`src/rtl/prog_timer_pkg.sv`:
```
// Shared types and constants for the prog_timer interval timer.
package prog_timer_pkg;

  localparam int DEF_WIDTH = 16;
  localparam int DEF_PRE_W = 4;
  // The prescale-select bit sits this many positions below the bus width.
  localparam int PRESCALE_SEL_OFS = 1;

  typedef enum logic [1:0] {
    S_IDLE = 2'd0,
    S_LOAD = 2'd1,
    S_RUN  = 2'd2,
    S_HOLD = 2'd3
  } state_t;

  function automatic int prescale_sel(input int width);
    return width - PRESCALE_SEL_OFS;
  endfunction

endpackage

```
`src/rtl/timer_cnt_bit.sv`:
```
// One bit of the loadable down-counter: load beats clear, clear beats the borrow toggle.
module timer_cnt_bit (
  input  logic clk,
  input  logic rst,
  input  logic load,
  input  logic data,
  input  logic bin,
  input  logic clear,
  output logic q,
  output logic qb,
  output logic bout
);

  always_ff @(posedge clk or posedge rst) begin
    if (rst)        q <= 1'b0;
    else if (load)  q <= data;
    else if (clear) q <= 1'b0;
    else if (bin)   q <= ~q;
  end

  assign qb   = ~q;
  assign bout = bin & ~q;

endmodule

```
`src/rtl/prog_timer.sv`:
```
// Programmable down-count interval timer with reload register, run control and sticky IRQ.
// Optional tick prescaler is built when TIMER_PRESCALE_EN is defined.
//
// state  | meaning
// S_IDLE | stopped, Q holds, waiting for START
// S_LOAD | single cycle, Q <= RELOAD
// S_RUN  | counting effective ticks
// S_HOLD | frozen by STOP, START resumes without reload
module prog_timer
  import prog_timer_pkg::*;
#(
  parameter int WIDTH = DEF_WIDTH,
  parameter int PRE_W = DEF_PRE_W
) (
  input  logic             CLK,
  input  logic             RESET,
  input  logic [WIDTH-1:0] DIN,
  input  logic             WRL,
  input  logic             START,
  input  logic             STOP,
  input  logic             MODE,
  input  logic             TICK,
  input  logic             ACK,
  output logic [WIDTH-1:0] Q,
  output logic             TC,
  output logic             RUN,
  output logic             IRQ
);

  if (WIDTH < 2 || WIDTH > 32 || PRE_W < 1 || PRE_W >= WIDTH) begin : g_param_check
    $error("prog_timer: unsupported WIDTH/PRE_W combination");
  end

  state_t           state, state_nxt;
  logic [WIDTH-1:0] reload, load_data, qb_unused;
  logic [WIDTH:0]   borrow;
  logic             eff_tick, run_tick, hit, wr_reload, cnt_load, cnt_clear;

`ifdef TIMER_PRESCALE_EN
  localparam int SEL = prescale_sel(WIDTH);
  logic [PRE_W-1:0] pre_val, pre_cnt;
  logic             wr_pre;

  assign wr_pre    = ~WRL & DIN[SEL];
  assign wr_reload = ~WRL & ~DIN[SEL];
  assign eff_tick  = TICK & (pre_cnt == '0);

  always_ff @(posedge CLK or posedge RESET) begin
    if (RESET) begin
      pre_val <= '0;
      pre_cnt <= '0;
    end else begin
      if (wr_pre) pre_val <= DIN[PRE_W-1:0];
      if (state == S_LOAD)
        pre_cnt <= pre_val;
      else if (state == S_RUN && !STOP && TICK)
        pre_cnt <= eff_tick ? pre_val : pre_cnt - 1'b1;
    end
  end
`else
  assign wr_reload = ~WRL;
  assign eff_tick  = TICK;
`endif

  always_ff @(posedge CLK or posedge RESET) begin
    if (RESET)          reload <= '0;
    else if (wr_reload) reload <= DIN;
  end

  // A write landing on a load edge goes straight into the counter.
  assign load_data = wr_reload ? DIN : reload;
  assign run_tick  = (state == S_RUN) & ~STOP & eff_tick;
  assign borrow[0] = run_tick;
  // Borrow out of the top bit means a tick found Q == 0.
  assign hit       = borrow[WIDTH];
  assign cnt_load  = (state == S_LOAD) | (hit & MODE);
  assign cnt_clear = hit & ~MODE;

  for (genvar i = 0; i < WIDTH; i++) begin : g_bit
    timer_cnt_bit u_bit (
      .clk   (CLK),
      .rst   (RESET),
      .load  (cnt_load),
      .data  (load_data[i]),
      .bin   (borrow[i]),
      .clear (cnt_clear),
      .q     (Q[i]),
      .qb    (qb_unused[i]),
      .bout  (borrow[i+1])
    );
  end

  always_ff @(posedge CLK or posedge RESET) begin
    if (RESET) begin
      state <= S_IDLE;
      TC    <= 1'b0;
      IRQ   <= 1'b0;
    end else begin
      state <= state_nxt;
      TC    <= hit;
      IRQ   <= hit | (IRQ & ~ACK);
    end
  end

  always_comb begin
    state_nxt = state;
    unique case (state)
      S_IDLE: if (START && !STOP) state_nxt = S_LOAD;
      S_LOAD: state_nxt = STOP ? S_HOLD : S_RUN;
      S_RUN: begin
        if (STOP)               state_nxt = S_HOLD;
        else if (hit && !MODE)  state_nxt = S_IDLE;
      end
      S_HOLD: if (START && !STOP) state_nxt = S_RUN;
      default: state_nxt = S_IDLE;
    endcase
  end

  assign RUN = (state == S_LOAD) || (state == S_RUN);

endmodule

```
`config.mk`:
```
export PLATFORM = sky130hd
export DESIGN_NAME = prog_timer
export DESIGN_NICKNAME = d
export VERILOG_FILES = /design/src/rtl/prog_timer_pkg.sv /design/src/rtl/timer_cnt_bit.sv /design/src/rtl/prog_timer.sv
export SDC_FILE = /design/constraint.sdc
export NUM_CORES = 1
export LEC_CHECK = 0
export BUFFER_PORTS_ARGS = -buffer_cell sky130_fd_sc_hd__buf_2
export CORE_MARGIN = 3
export CORE_UTILIZATION = 35
export CTS_CLUSTER_DIAMETER = 120
export CTS_CLUSTER_SIZE = 24
export DETAILED_ROUTE_END_ITERATION = 8
export PLACE_DENSITY = 0.65
export SYNTH_ARGS = -nofsm -noshare
export SYNTH_HDL_FRONTEND = slang
export SYNTH_SLANG_ARGS = --single-unit
```
`constraint.sdc`:
```
create_clock -name CLK -period 5.2 [get_ports CLK]
set_input_delay 1.04 -clock CLK [delete_from_list [all_inputs] [get_ports CLK]]
set_output_delay 1.04 -clock CLK [all_outputs]
set_load 0.05 [all_outputs]
```
==> load_flow_metrics.sql, run 1 <==
INSERT INTO impl_metrics (metric_group, metric, value, unit) VALUES
('yosys', 'proportion_of_synthesized_flip_flops_having_asynchronous_set_or_reset', '1.00', ''),
('yosys', 'netlist_instances', '176', ''),
('yosys', 'synth_enable_flop_cells', '0', ''),
('worst_hold_path', 'min_path_cells', '2', ''),
('global_routing', 'grt_max_degree', '37', ''),
('power_and_ir_drop', 'cellPowerDensity', '610', 'nW/um^2'),
('place', 'place.gp.congestion', '0.734', ''),
('worst_setup_path', 'worst_r2r_path_depth', '7', ''),
('yosys', 'synth.cell_area', '1950', 'um^2'),
('global_routing', 'gr-usage-all-layers', '0.124', ''),
('sta', 'rsz_0062_raised_after_global_routing', 'no', ''),
('clocking', 'number_of_buffers_inserted_to_repair_setup_after_cts', '0', ''),
('sta', 'finalSetupViolations', '0', ''),
('yosys', 'synth_nets', '205', ''),
('detailed_routing', 'average_detailed_routed_wire_length_per_instance', '13.2', 'um'),
('floorplanning', 'fp.dieW', '80.6', 'um'),
('clocking', 'clkSinkCount', '36', ''),
('yosys', 'synth_cell_type_count', '37', ''),
('floorplanning', 'placeableCoreArea', '5240', 'um^2'),
('yosys', 'yosys_most_used_dff', 'sky130_fd_sc_hd__dfrtp_1', ''),
('sta', 'hold_viol', '0', ''),
('sta', 'worst_slew_margin_rel', '0.420', ''),
('sta', 'final_max_tran_viols', '0', ''),
('global_routing', 'grt_first_pass_wirelength', '6.07', 'mm'),
('yosys', 'seq_area_frac_synth', '0.462', ''),
('sta', 'fin_crit_period', '2.64', 'ns'),
('worst_setup_path', 'critical_path_required', '5.34', 'ns'),
('clocking', 'clock-root-buffer', 'sky130_fd_sc_hd__clkbuf_8', ''),
('finish', 'antenna_cells', '0', ''),
('global_routing', 'global_route.overflow_total', '0', ''),
('floorplanning', 'start_util', '0.372', ''),
('sta', 'timing_worst_slew_pin_value', '0.870', 'ns'),
('flow_run', 'drv.max_cap_violation_count', '0', ''),
('global_routing', 'first_global_vias', '1299', ''),
('yosys', 'postSynthRegisterBits', '36', ''),
('detailed_routing', 'antenna_violation_net_count_after_detailed_routing', '0', ''),
('sta', 'achievable_clock_frequency', '0.379', 'GHz'),
('clocking', 'numCtsBuffers', '5', ''),
('outcome', 'result_of_the_run', 'complete, no violations', ''),
('clocking', 'clock_insertion_delay_worst_skew', '0.29', 'ns'),
('floorplanning', 'std_cell_rows', '26', ''),
('clocking', 'cts-root-to-sink-buffers', '2', ''),
('floorplanning', 'die_height', '80.6', 'um'),
('worst_setup_path', 'setup.worst_path.class', 'in -> reg', ''),
('worst_hold_path', 'min_path_type', 'reg -> reg', ''),
('clocking', 'cts_resized', '0', ''),
('clocking', 'cts.hold.buffers_added', '0', ''),
('detailed_routing', 'route.detailed.drc', '0', ''),
('power_and_ir_drop', 'power.ir.vdd_worst', '0.298', 'mV'),
('worst_setup_path', 'cp-end-kind', 'flop', ''),
('yosys', 'ys.warnings.count', '0', ''),
('clocking', 'path_clk_slew', '0.07', 'ns'),
('detailed_routing', 'drtPass1Iterations', '4', ''),
('sta', 'setup-tns-final', '0', 'ns'),
('detailed_routing', 'routed_wl', '3.67', 'mm'),
('sta', 'timing.clock.skew', '0.00550', 'ns'),
('place', 'port_buffers', '42', ''),
('worst_setup_path', 'highest_net_fanout_along_the_worst_path', '14', ''),
('floorplanning', 'floorplan.die_area', '6500', 'um^2'),
('place', 'detailed_place_hpwl', '2.75', 'mm'),
('finish', 'layout-area-overhead-vs-synth', '12.8', '%'),
('power_and_ir_drop', 'power.static_leakage', '1.07', 'nW'),
('finish', 'layout-drive-gt1-share', '0.314', ''),
('detailed_routing', 'detail_route.vias_per_cell', '4.73', ''),
('clocking', 'cts_tree', 'built', ''),
('worst_setup_path', 'worst-endpoint-arrival', '2.78', 'ns'),
('sta', 'period_share', '0.508', ''),
('place', 'place_worst_setup_slack', '2.25', 'ns'),
('finish', 'filler_cell_count', '497', ''),
('clocking', 'h-tree-depth', '2', ''),
('detailed_routing', 'initialDrtViolationCount', '44', ''),
('sta', 'layout_setup_ws', '2.56', 'ns'),
('finish', 'total_nets_final', '235', ''),
('yosys', 'postSynthAreaPerCell', '11.1', 'um^2'),
('detailed_routing', 'routed-via-count', '1309', ''),
('floorplanning', 'floorplan.io_pins', '43', ''),
('worst_setup_path', 'worstSetupStartpointType', 'input pin', ''),
('global_routing', 'antenna_violations_before_repair', '0', '');
-- final timing paths --
check | startpoint | to | slack, ns
max | TICK | g_bit[12].u_bit.q | 2.56
min | reload[3] | reload[3] | 0.49
max reg2reg | state[0] | g_bit[12].u_bit.q | 2.68
min reg2reg | reload[3] | reload[3] | 0.49
max in group asynchronous | RESET | g_bit[14].u_bit.q | 4.03
min in group asynchronous | RESET | reload[2] | 0.84
-- metrics by stage --
stage | cells | hold slack (ns) | power, mW | util | cell area (um^2)
2_1_floorplan | 176 | 0.445 | 1.10 | - | 1950
3_3_place_gp | 269 | 0.470 | 1.14 | 0.402 | 2100
3_5_place_dp | 269 | 0.482 | 1.14 | 0.402 | 2100
4_1_cts | 277 | 0.501 | 1.36 | 0.420 | 2200
5_1_grt | 277 | 0.532 | 1.42 | 0.420 | 2200
6_report | 277 | 0.493 | 1.34 | 0.420 | 2200
-- critical path: stages --
cell                       delay [ns]
sky130_fd_sc_hd__buf_2           0.11
sky130_fd_sc_hd__nor4b_4         0.26
sky130_fd_sc_hd__nand4b_2        0.21
sky130_fd_sc_hd__or3_4           0.43
sky130_fd_sc_hd__nand2b_1        0.54
sky130_fd_sc_hd__o22ai_1         0.18
-- layout by cell type (no fill, tap or decap), types with 2 or more instances in the layout --
| cell | synthesis | layout |
|---|---|---|
| sky130_fd_sc_hd__buf_2 | 0 | 42 |
| sky130_fd_sc_hd__dfrtp_1 | 36 | 36 |
| sky130_fd_sc_hd__inv_1 | 19 | 19 |
| sky130_fd_sc_hd__mux2i_1 | 15 | 15 |
| sky130_fd_sc_hd__o22ai_2 | 8 | 8 |
| sky130_fd_sc_hd__xor2_1 | 8 | 8 |
| sky130_fd_sc_hd__o22ai_1 | 8 | 8 |
| sky130_fd_sc_hd__nor2_1 | 6 | 6 |
| sky130_fd_sc_hd__o21ai_0 | 6 | 6 |
| sky130_fd_sc_hd__clkbuf_8 | 0 | 6 |
| sky130_fd_sc_hd__nand2_1 | 5 | 5 |
| sky130_fd_sc_hd__ha_1 | 5 | 5 |
| sky130_fd_sc_hd__xnor2_1 | 4 | 4 |
| sky130_fd_sc_hd__nor2b_1 | 4 | 4 |
| sky130_fd_sc_hd__nand2b_1 | 3 | 3 |
| sky130_fd_sc_hd__o21a_1 | 3 | 3 |
| sky130_fd_sc_hd__o41a_1 | 3 | 3 |
| sky130_fd_sc_hd__nor4_1 | 2 | 2 |
| sky130_fd_sc_hd__nand4_1 | 2 | 2 |
| sky130_fd_sc_hd__nand3_1 | 2 | 2 |
| sky130_fd_sc_hd__or4_1 | 2 | 2 |
| sky130_fd_sc_hd__or3_1 | 2 | 2 |
-- flip-flops by register name, summed over array words and instances (netlist names) --
signal and flops:
IRQ 1, reload 16, state 2, g_bit.u_bit.q 16, TC 1
-- where the power goes --
group          switching, mW  internal (mW)
clock                 0.0996          0.108
sequential            0.0951          0.363
combinational          0.459          0.217
total                  0.654          0.688
-- cells by family after synthesis --
logic type / after synthesis / synth area share
compound gates: 31 / 0.132
xor+xnor: 12 / 0.0539
fa+ha+maj: 5 / 0.0321
buf+inv: 40 / 0.116
flops: 36 / 0.462
mux: 16 / 0.0828
simple gates: 36 / 0.121
-- cells in the mapped netlist (2+ instances only) --
master                      n  area [um^2]
sky130_fd_sc_hd__nand3_1    2         10.0
sky130_fd_sc_hd__inv_1     19         71.3
sky130_fd_sc_hd__ha_1       5         62.6
sky130_fd_sc_hd__o22ai_2    8          100
sky130_fd_sc_hd__o22ai_1    8         50.1
sky130_fd_sc_hd__nor2b_1    4         25.0
sky130_fd_sc_hd__nand4_1    2         12.5
sky130_fd_sc_hd__dfrtp_1   36          901
sky130_fd_sc_hd__or4_1      2         15.0
sky130_fd_sc_hd__nor2_1     6         22.5
sky130_fd_sc_hd__nor4_1     2         12.5
sky130_fd_sc_hd__o21ai_0    6         30.0
sky130_fd_sc_hd__or3_1      2         12.5
sky130_fd_sc_hd__mux2i_1   15          150
sky130_fd_sc_hd__xor2_1     8         70.1
sky130_fd_sc_hd__nand2b_1   3         18.8
sky130_fd_sc_hd__o21a_1     3         22.5
sky130_fd_sc_hd__o41a_1     3         33.8
sky130_fd_sc_hd__xnor2_1    4         35.0
sky130_fd_sc_hd__nand2_1    5         18.8
sky130_fd_sc_hd__buf_6      2         22.5
sky130_fd_sc_hd__buf_4     16          120
-- routing by layer --
layer | part of all wire | GRT usage | up-vias
li1 | - | - | 653
met1 | 0.46 | 0.164 | 617
met2 | 0.47 | 0.188 | 34
met3 | 0.055 | 0.0392 | 5
met4 | 0.016 | 0.0507 | 0
met5 | 0 | 0 | -
-- area by class of cell --
cell class | instances | area [um^2] | share of cell area
clock buffers | 7 | 86.3 | 0.0393
clock inverters | 1 | 7.51 | 0.00341
inverters | 20 | 75.1 | 0.0341
multi-input cells | 100 | 823 | 0.375
flip-flops and latches | 36 | 901 | 0.410
well taps | 70 | 87.6 | 0.0398
repair buffers | 43 | 218 | 0.0990
Note: power is estimated with default switching activity, not from simulation.
==> inputs of run 2 (changes only) <==
--- a/config.mk
+++ b/config.mk
@@ -11,7 +11,7 @@
 export CTS_CLUSTER_DIAMETER = 120
 export CTS_CLUSTER_SIZE = 24
 export DETAILED_ROUTE_END_ITERATION = 8
-export PLACE_DENSITY = 0.65
+export PLACE_DENSITY = 0.67
 export SYNTH_ARGS = -nofsm -noshare
 export SYNTH_HDL_FRONTEND = slang
 export SYNTH_SLANG_ARGS = --single-unit
==> constraint.sdc (replaced) <==
create_clock -name CLK -period 2.2 [get_ports CLK]
set_input_delay 0.44 -clock CLK [delete_from_list [all_inputs] [get_ports CLK]]
set_output_delay 0.44 -clock CLK [all_outputs]
set_load 0.05 [all_outputs]
==> run 2 against run 1 <==
  * Flip-flop and latch count unchanged
  * Total power grew to 2.5 times the previous value
  * Critical path type is now reg -> reg
  * Clock skew grew 0.0011 ns
  * Final cell count rose by 2.5%
  * Design area increased by 4.2%
  * Clock power increased to 2.7 times the previous value
  * Core utilization is 1.7 points higher
  * Register-to-register slack worse by 2.5 ns
  * Clock-buffer cell count down 1
  * Sequential power rose by 140%
  * Setup slack got worse by 2.3 ns
==> load_flow_metrics.sql, run 2 (synthesis gave the netlist of run 1 again) <==
INSERT INTO impl_metrics (metric_group, metric, value, unit) VALUES
('place', 'place_inst', '276', ''),
('power_and_ir_drop', 'power.static_leakage', '1.13', 'nW'),
('place', 'place.gp.congestion', '0.796', ''),
('finish', 'utilization', '0.437', ''),
('worst_setup_path', 'cp-end-kind', 'flop', ''),
('worst_setup_path', 'critPathCapture', 'g_bit[14].u_bit.q', ''),
('detailed_routing', 'initialDrtViolationCount', '50', ''),
('worst_setup_path', 'regToRegStartpoint', 'g_bit[0].u_bit.q', ''),
('clocking', 'path_clk_slew', '0.07', 'ns'),
('clocking', 'numCtsBuffers', '5', ''),
('finish', 'area.sequential', '901', 'um^2'),
('clocking', 'clock_insertion_delay_worst_skew', '0.28', 'ns'),
('finish', 'largest_registers', 'g_bit.u_bit.q x16, reload x16, state x2', ''),
('detailed_routing', 'routed-via-count', '1337', ''),
('sta', 'timing.clock.skew', '0.00657', 'ns'),
('floorplanning', 'floorplan.die_area', '6500', 'um^2'),
('flow_run', 'drv.max_cap_violation_count', '0', ''),
('sta', 'worst_slew_margin_rel', '0.652', ''),
('sta', 'fin_crit_period', '1.97', 'ns'),
('sta', 'setup-tns-final', '0', 'ns'),
('worst_setup_path', 'worstPathCellList', 'nor4b_4 > nand4b_2 > buf_4 > nand2b_1 > or4_1 > nand3_1', ''),
('finish', 'design_area', '2290', 'um^2'),
('floorplanning', 'std_cell_rows', '26', ''),
('power_and_ir_drop', 'cellPowerDensity', '1470', 'nW/um^2'),
('detailed_routing', 'route.detailed.drc', '0', ''),
('sta', 'period_share', '0.897', ''),
('worst_setup_path', 'worst-endpoint-arrival', '2.20', 'ns'),
('finish', 'multi_input_area', '836', 'um^2'),
('sta', 'hold_viol', '0', ''),
('clocking', 'clock-root-buffer', 'sky130_fd_sc_hd__clkbuf_8', ''),
('finish', 'antenna_cells', '0', ''),
('power_and_ir_drop', 'power.ir.vdd_worst', '0.523', 'mV'),
('finish', 'most_common_cell_after_layout_fill_and_taps_aside', 'sky130_fd_sc_hd__buf_2', ''),
('global_routing', 'grt_max_degree', '37', ''),
('sta', 'rsz_0062_raised_after_global_routing', 'no', ''),
('place', 'dpl-instance-area', '2170', 'um^2'),
('worst_setup_path', 'critical_path.max_stage_delay', '0.48', 'ns'),
('worst_setup_path', 'worst_path_max_delay_cell', 'sky130_fd_sc_hd__or4_1', ''),
('worst_setup_path', 'r2r_slack', '0.23', 'ns'),
('global_routing', 'grt_first_pass_wirelength', '6.64', 'mm'),
('clocking', 'clkSinkCount', '36', ''),
('finish', 'layout-area-overhead-vs-synth', '17.5', '%'),
('worst_setup_path', 'critPathLaunch', 'g_bit[0].u_bit.q', ''),
('floorplanning', 'fp.dieW', '80.6', 'um'),
('global_routing', 'global_route.overflow_total', '0', ''),
('worst_setup_path', 'setup.worst_path.class', 'reg -> reg', ''),
('sta', 'finalSetupViolations', '0', ''),
('floorplanning', 'floorplan.io_pins', '43', ''),
('detailed_routing', 'drtPass1Iterations', '4', ''),
('finish', 'layout-drive-gt1-share', '0.341', ''),
('detailed_routing', 'average_detailed_routed_wire_length_per_instance', '13.7', 'um'),
('floorplanning', 'die_height', '80.6', 'um'),
('worst_setup_path', 'critical_path_required', '2.43', 'ns'),
('finish', 'count_of_placed_standard_cells_in_the_final_layout_fillers_left_out', '284', ''),
('detailed_routing', 'routed_wl', '3.89', 'mm'),
('power_and_ir_drop', 'post-layout-total-power', '3.36', 'mW'),
('global_routing', 'antenna_violations_before_repair', '0', ''),
('worst_hold_path', 'min_path_type', 'in -> async', ''),
('sta', 'achievable_clock_frequency', '0.507', 'GHz'),
('finish', 'most-common-layout-cells', 'sky130_fd_sc_hd__buf_2, sky130_fd_sc_hd__dfrtp_1, sky130_fd_sc_hd__inv_1', ''),
('worst_setup_path', 'worst_r2r_path_depth', '6', ''),
('finish', 'filler_cell_count', '498', ''),
('place', 'place_worst_setup_slack', '0.0803', 'ns'),
('detailed_routing', 'antenna_violation_net_count_after_detailed_routing', '0', ''),
('outcome', 'result_of_the_run', 'complete, no violations', ''),
('sta', 'final.hold.worst_slack', '0.240', 'ns'),
('sta', 'timing_worst_slew_pin_value', '0.521', 'ns'),
('clocking', 'cts-root-to-sink-buffers', '2', ''),
('clocking', 'h-tree-depth', '2', ''),
('finish', 'total_nets_final', '242', ''),
('floorplanning', 'start_util', '0.372', ''),
('worst_setup_path', 'highest_net_fanout_along_the_worst_path', '5', ''),
('sta', 'final_max_tran_viols', '0', ''),
('global_routing', 'gr-usage-all-layers', '0.135', ''),
('floorplanning', 'placeableCoreArea', '5240', 'um^2'),
('worst_setup_path', 'worstSetupStartpointType', 'flop', ''),
('place', 'port_buffers', '42', ''),
('place', 'detailed_place_hpwl', '2.92', 'mm'),
('global_routing', 'first_global_vias', '1384', ''),
('detailed_routing', 'detail_route.vias_per_cell', '4.71', ''),
('sta', 'layout_setup_ws', '0.227', 'ns'),
('worst_setup_path', 'crit-reg2reg-capture', 'g_bit[14].u_bit.q', ''),
('clocking', 'cts_tree', 'built', '');
[run 2: cell count changes in the layout (fill, tap and decap cells not counted), sizes merged]
| cell | change |
|---|---|
| buf | +7 |
| clkbuf | -1 |
| clkinv | +1 |
| bufinv | +1 |
| clkinvlp | -1 |
[run 2: final cells by class]
type | instances | share of cell area
Inverter | 20 | 0.0328
Multi-Input combinational cell | 100 | 0.365
Tap cell | 70 | 0.0383
Clock buffer | 6 | 0.0317
Timing Repair Buffer | 50 | 0.123
Sequential cell | 36 | 0.393
Clock inverter | 2 | 0.0153
[run 2: power breakdown]
part	internal [mW]	switching (mW)
clock	0.336	0.228
sequential	0.858	0.224
combinational	0.593	1.12
[run 2: per-layer routing]
metal | vias up | GRT usage | routed length, um
li1 | 671 | - | -
met1 | 628 | 0.179 | 1770
met2 | 31 | 0.209 | 1890
met3 | 7 | 0.0314 | 176
met4 | 0 | 0.0574 | 59
met5 | - | 0 | 0
[run 2: how the worst min path moves through the flow]
stage	startpoint	slack (ns)	to
2_1_floorplan	reload[15]	0.44	reload[15]
3_3_place_gp	reload[8]	0.48	reload[8]
3_5_place_dp	reload[12]	0.47	reload[12]
4_1_cts	RESET	0.26	IRQ
5_1_grt	RESET	0.28	reload[0]
6_report	RESET	0.24	reload[1]
[run 2: critical path: cells and delay by family, from the launching register on]
| family | cells | cell delay, ns |
|---|---|---|
| buf+inv | 1 | 0.17 |
| flops | 1 | 0.47 |
| simple gates | 5 | 1.27 |
[run 2: repair_timing]
action                     4_1_cts  5_1_grt
setup endpoints to repair        0       14
setup buffers                    0        0
hold buffers                     0        0
gates resized for setup          0        2
